===== src/rtl/picomem_pkg.sv =====
// Shared definitions for the PSRAM two-master arbiter.
package picomem_pkg;

    // Arbiter FSM states.
    typedef enum logic [1:0] {
        ST_IDLE    = 2'd0,
        ST_BUSY    = 2'd1,
        ST_RECOVER = 2'd2
    } arb_state_t;

    // Default number of BUSY cycles after which timeout_err is raised.
    localparam int TIMEOUT_CYCLES_DEF = 100;

    // Width of the saturating BUSY-cycle counter.
    localparam int CNT_W = 16;

endpackage


===== src/rtl/rr_pick2.sv =====
// Two-way round-robin pick: a lone requester wins, a tie goes to the
// master that was not served last (last=1 means m1 was served last).
module rr_pick2 (
    input  logic [1:0] req,
    input  logic       last,
    output logic [1:0] gnt
);

    // Purely combinational winner selection.
    always_comb begin
        gnt = 2'b00;
        case (req)
            2'b01:   gnt = 2'b01;
            2'b10:   gnt = 2'b10;
            2'b11:   gnt = last ? 2'b01 : 2'b10;
            default: gnt = 2'b00;
        endcase
    end

endmodule


===== src/rtl/picomem_arbiter2.sv =====
// Two-master arbiter in front of a single PSRAM controller port.
// One transaction at a time: IDLE arbitrates, BUSY waits for the
// controller, RECOVER gives the served master one cycle to drop valid.
module picomem_arbiter2
    import picomem_pkg::*;
#(
    parameter int ADDR_W         = 23,
    parameter int TIMEOUT_CYCLES = TIMEOUT_CYCLES_DEF
) (
    input  logic              clk,
    input  logic              sys_resetn,
    input  logic              m0_valid,
    input  logic [ADDR_W-1:0] m0_addr,
    input  logic [3:0]        m0_wstrb,
    input  logic [31:0]       m0_wdata,
    output logic              m0_ready,
    output logic [31:0]       m0_rdata,
    input  logic              m1_valid,
    input  logic [ADDR_W-1:0] m1_addr,
    input  logic [3:0]        m1_wstrb,
    input  logic [31:0]       m1_wdata,
    output logic              m1_ready,
    output logic [31:0]       m1_rdata,
    output logic              mem_valid,
    output logic [ADDR_W-1:0] mem_addr,
    output logic [3:0]        mem_wstrb,
    output logic [31:0]       mem_wdata,
    input  logic              mem_ready,
    input  logic [31:0]       mem_rdata,
    input  logic              mem_init_ready,
    output logic [1:0]        grant,
    output logic              timeout_err
);

    localparam logic [CNT_W-1:0] TIMEOUT_LIM = CNT_W'(TIMEOUT_CYCLES);

    logic [1:0]       rst_sync;
    logic             rst_n;
    arb_state_t       state_q;
    arb_state_t       state_d;
    logic             grant_evt;
    logic             done_evt;
    logic [1:0]       pick_req;
    logic [1:0]       pick_gnt;
    logic             last_m1;
    logic [CNT_W-1:0] busy_cnt;
    logic [CNT_W-1:0] cnt_inc;

    // Reset asserts immediately but releases only after two clock edges.
    always_ff @(posedge clk or negedge sys_resetn) begin
        if (!sys_resetn) rst_sync <= 2'b00;
        else             rst_sync <= {rst_sync[0], 1'b1};
    end

    assign rst_n = rst_sync[1];

    // Requests are only eligible once the controller has finished init.
    assign pick_req = {m1_valid, m0_valid} & {2{mem_init_ready}};

    rr_pick2 u_pick (
        .req  (pick_req),
        .last (last_m1),
        .gnt  (pick_gnt)
    );

    // FSM state register.
    always_ff @(posedge clk or negedge rst_n) begin
        if (!rst_n) state_q <= ST_IDLE;
        else        state_q <= state_d;
    end

    // Next-state logic plus the grant / completion strobes.
    always_comb begin
        state_d   = state_q;
        grant_evt = 1'b0;
        done_evt  = 1'b0;
        case (state_q)
            ST_IDLE: begin
                if (|pick_gnt) begin
                    state_d   = ST_BUSY;
                    grant_evt = 1'b1;
                end
            end
            ST_BUSY: begin
                if (mem_ready) begin
                    state_d  = ST_RECOVER;
                    done_evt = 1'b1;
                end
            end
            ST_RECOVER: state_d = ST_IDLE;
            default:    state_d = ST_IDLE;
        endcase
    end

    // Completion is routed combinationally to the owner only; a mem_ready
    // outside BUSY never reaches a master.
    assign m0_ready = done_evt & grant[0];
    assign m1_ready = done_evt & grant[1];
    assign m0_rdata = m0_ready ? mem_rdata : 32'h0;
    assign m1_rdata = m1_ready ? mem_rdata : 32'h0;

    // Capture the winner's request and hold it stable until completion.
    always_ff @(posedge clk or negedge rst_n) begin
        if (!rst_n) begin
            mem_valid <= 1'b0;
            mem_addr  <= '0;
            mem_wstrb <= 4'h0;
            mem_wdata <= 32'h0;
            grant     <= 2'b00;
            last_m1   <= 1'b1;
        end else if (grant_evt) begin
            mem_valid <= 1'b1;
            mem_addr  <= pick_gnt[1] ? m1_addr  : m0_addr;
            mem_wstrb <= pick_gnt[1] ? m1_wstrb : m0_wstrb;
            mem_wdata <= pick_gnt[1] ? m1_wdata : m0_wdata;
            grant     <= pick_gnt;
            last_m1   <= pick_gnt[1];
        end else if (done_evt) begin
            mem_valid <= 1'b0;
            grant     <= 2'b00;
        end
    end

    assign cnt_inc = (busy_cnt == '1) ? busy_cnt : busy_cnt + CNT_W'(1);

    // Count BUSY cycles; the timeout is only reported, never aborts.
    always_ff @(posedge clk or negedge rst_n) begin
        if (!rst_n) begin
            busy_cnt    <= '0;
            timeout_err <= 1'b0;
        end else if (grant_evt) begin
            busy_cnt <= '0;
        end else if (state_q == ST_BUSY) begin
            busy_cnt <= cnt_inc;
            if (cnt_inc >= TIMEOUT_LIM) timeout_err <= 1'b1;
        end
    end

endmodule


===== config.mk =====
export PLATFORM = sky130hd
export DESIGN_NAME = picomem_arbiter2
export DESIGN_NICKNAME = d
export VERILOG_FILES = /design/src/rtl/picomem_pkg.sv /design/src/rtl/rr_pick2.sv /design/src/rtl/picomem_arbiter2.sv
export SDC_FILE = /design/constraint.sdc
export NUM_CORES = 1
export LEC_CHECK = 0
export ABC_CLOCK_PERIOD_IN_PS = 2900
export CAP_MARGIN = 20
export CELL_PAD_IN_SITES_DETAIL_PLACEMENT = 1
export CELL_PAD_IN_SITES_GLOBAL_PLACEMENT = 1
export CORE_UTILIZATION = 25
export CTS_CLUSTER_SIZE = 25
export DETAILED_ROUTE_END_ITERATION = 8
export PLACE_DENSITY = 0.77
export SYNTH_ARGS = -nofsm -noshare
export SYNTH_HDL_FRONTEND = slang
export SYNTH_HIERARCHICAL = 1
export SYNTH_SLANG_ARGS = --single-unit
export TNS_END_PERCENT = 20

===== constraint.sdc =====
create_clock -name clk -period 2.9 [get_ports clk]
set_input_delay 0.29 -clock clk [delete_from_list [all_inputs] [get_ports clk]]
set_output_delay 0.29 -clock clk [all_outputs]
set_load 0.02 [all_outputs]

==> reports/results.ini <==
[synthesis]
yosysWarnings = 6
syn-cell-area_sq_um = 4630
syn-instance-count = 494
ys_seq_area_frac = 0.454
synth_top_flop_cell = dfrtp_1
syn_avg_cell_area_sq_um = 9.38
synth_cell_type_count = 61
ys_async_sr_fraction = 1.00
synth_edf_count = 0
yosys_register_bits = 84
synth_nets = 651

[clocking]
hold_buffers = 0
clk_pin_slew_ns = 0.06
clockRootBuffer = clkbuf_16
clock-sinks = 84
cts_setup_buffers = 0
max-clock-path-buffers = 2
cts_tree = built
cts_resized = 0
ctsHtreeMaxLevel = 3
clk_latency_ns = 0.34
cts_made_buffers = 9

[global_routing]
track_usage = 0.188
grt_remaining_overflow = 0
grt_max_degree = 83
antenna_found_initial = 0
grt_pass1_wl_microns = 28000
grt_pass1_vias = 5039

[flow_run]
drv_cap = 0

[timing]
setup_ws_ns = 0.397
max_freq_mhz = 400
drv_slew = 0
period_share = 0.863
rsz0062_at_grt = no
fin_worst_skew_ns = 0.00416
fin_crit_ns = 2.50
timing.setup.tns_ns = 0
slew_headroom = 0.484
tightest_slew_ns = 0.773
finalSetupViolations = 0
hold_viol_final = 0

[floorplanning]
ioPinCount = 285
die_w_microns = 138
initial_utilization = 0.256
core_sq_um = 18100
die_y_microns = 138
dieArea_sq_um = 19100
num_rows = 49

[worst_setup_path]
crit_required_ns = 2.61
worstPathMaxFanout = 33
path_class = register to output port
reg2regPathDepth = 6
max_stage_delay_ns = 0.62
cpMaxStageDelayCell = clkdlybuf4s50_1
startpoint_type = register
cp_cell_sequence = nand2b_1 > nor3_2 > buf_4 > and2_1 > clkdlybuf4s50_1
cp.depth = 5
crit_family = buffers and inverters
cp_num_buf_inv = 2
end_kind = output port
worstPathArrival_ns = 2.21

[status]
status = complete, but fails checks
violations = design-rule violations

[detailed_routing]
vias_per_cell = 4.69
final_antenna_net_count = 0
routed-via-count = 4665
dr.pass1.iters = 6
drtIter0Drc = 176
routed_wirelength_microns = 17500
drc_errors = 1
avgRoutedWirePerCell_microns = 17.6

[final_layout]
syn_to_final_growth_pct = 73.8
antenna_cells = 0
nets = 917
drive_gt1_frac = 0.0562

[place]
hpwlAfterDp_microns = 13800
dpl_worst_slack_ns = 0.413
gp_congestion = 0.890
io_buffers = 284

[min_path]
min_path_type = input port to asynchronous set/reset pin

[power_and_ir_drop]
peakVddDrop_mv = 0.337
powerDensity_nw_per_um2 = 738
power.total_mw = 5.94
p_leak_nw = 3.22

## layout make-up
| cell class | count | area (sq um) |
|---|---|---|
| multi-input cells | 365 | 2360 |
| flip-flops and latches | 84 | 2110 |
| clock buffers | 13 | 270 |
| repair buffers | 294 | 2960 |
| inverters | 6 | 22.5 |
| fillers | 2026 | 10000 |
| clock inverters | 3 | 43.8 |
| well taps | 229 | 287 |
## cells in the mapped netlist, types with 3 or more instances
cell type  instances  area share
inv_1              6      0.0049
nor3_1             9      0.0097
a31oi_1            5      0.0068
nand3_1            8      0.0086
dfrtp_1           83        0.45
buf_1              3      0.0024
nand2_1           67       0.054
nor4_1             5      0.0068
buf_2              3      0.0032
buf_4              4      0.0065
a21oi_1            7      0.0076
or3_1              3      0.0041
and2_1            66       0.089
o21ai_0           67       0.072
clkbuf_1          26       0.021
mux2i_1           59        0.13
nand4_1            4      0.0054
nor2_1            13       0.011
## state kept, by name, indices dropped and copies added, names as in the netlist
| register | cells |
|---|---|
| mem_addr | 23 |
| timeout_err | 1 |
| mem_wdata | 32 |
| mem_valid | 1 |
| mem_wstrb | 4 |
| busy_cnt | 16 |
| grant | 2 |
| rst_sync | 2 |
| last_m1 | 1 |
| state_q | 2 |
## routing by layer
layer | GRT usage | part of all wire | vias up
li1 | - | - | 2257
met1 | 0.217 | 0.40 | 2248
met2 | 0.340 | 0.52 | 134
met3 | 0.0426 | 0.057 | 26
met4 | 0.0692 | 0.023 | 0
met5 | 0 | 0 | -
## worst register-to-register path: stages, from the launching register on
cell and delay [ns]:
dfrtp_1 0.46, ha_1 0.35, nand4_1 0.29, nor2_1 0.32, nand4b_1 0.16, a32o_1 0.29, o32a_1 0.34
## cells by family (layout without fill, tap and decap cells)
logic type | count (synthesis) | in the layout | synth area share
buffers and inverters | 45 | 316 | 0.0440
AND/OR/NAND/NOR | 194 | 194 | 0.228
multiplexers | 59 | 59 | 0.127
AO/OA/AOI/OAI | 109 | 109 | 0.141
other | 1 | 1 | 0.000809
XOR/XNOR | 1 | 1 | 0.00189
adder cells (fa/ha/maj) | 1 | 1 | 0.00270
flip-flops | 84 | 84 | 0.454
## per-stage QoR
stage / std cells / instance area (sq um) / hold slack, ns / utilization
final: 994 / 8050 / 0.115 / 0.445
after global routing: 994 / 8050 / 0.104 / 0.445
after CTS: 993 / 8020 / 0.104 / 0.444
after detailed placement: 977 / 7710 / 0.337 / 0.426
after global placement: 977 / 7710 / 0.338 / 0.426
after floorplan: 494 / 4630 / -0.00559 / -
## final timing paths
kind                                  start            end  slack (ns)
worst max-delay path             state_q[1]   m1_rdata[17]        0.40
worst min-delay path             sys_resetn    rst_sync[1]        0.11
worst max register to register  busy_cnt[0]    timeout_err        0.56
worst min register to register  rst_sync[1]   busy_cnt[10]        0.33
max in group asynchronous       rst_sync[1]  mem_wdata[15]        1.96
min in group clk                rst_sync[0]    rst_sync[1]        0.35
## report_power, final
part / internal [mW] / switching, mW
registers: 1.63 / 0.298
logic: 1.32 / 1.50
clock network: 0.738 / 0.464
## layout by cell type (no fill, tap or decap), types with 2 or more instances in the layout
master           count
o22ai_1              2
o21a_1               2
and2_1              66
nor3_1               7
o211ai_1             2
clkdlybuf4s50_1    284
and4_1               2
inv_1                6
nor2_1              13
buf_12               2
nor3_2               2
a2bb2oi_1            2
clkbuf_16            9
clkbuf_8             3
or2_2                2
or3_1                3
nand4_1              4
nand2_1             67
a311oi_1             2
nand3_1              8
nand2b_1             2
a22o_1               2
o2111ai_1            2
buf_4                7
nor4_1               5
o21bai_1             2
a31oi_1              5
nand4_2              2
o21ai_0             67
a21oi_1              7
mux2i_1             59
dfrtp_1             82
Power figures use the tool's default switching activity.
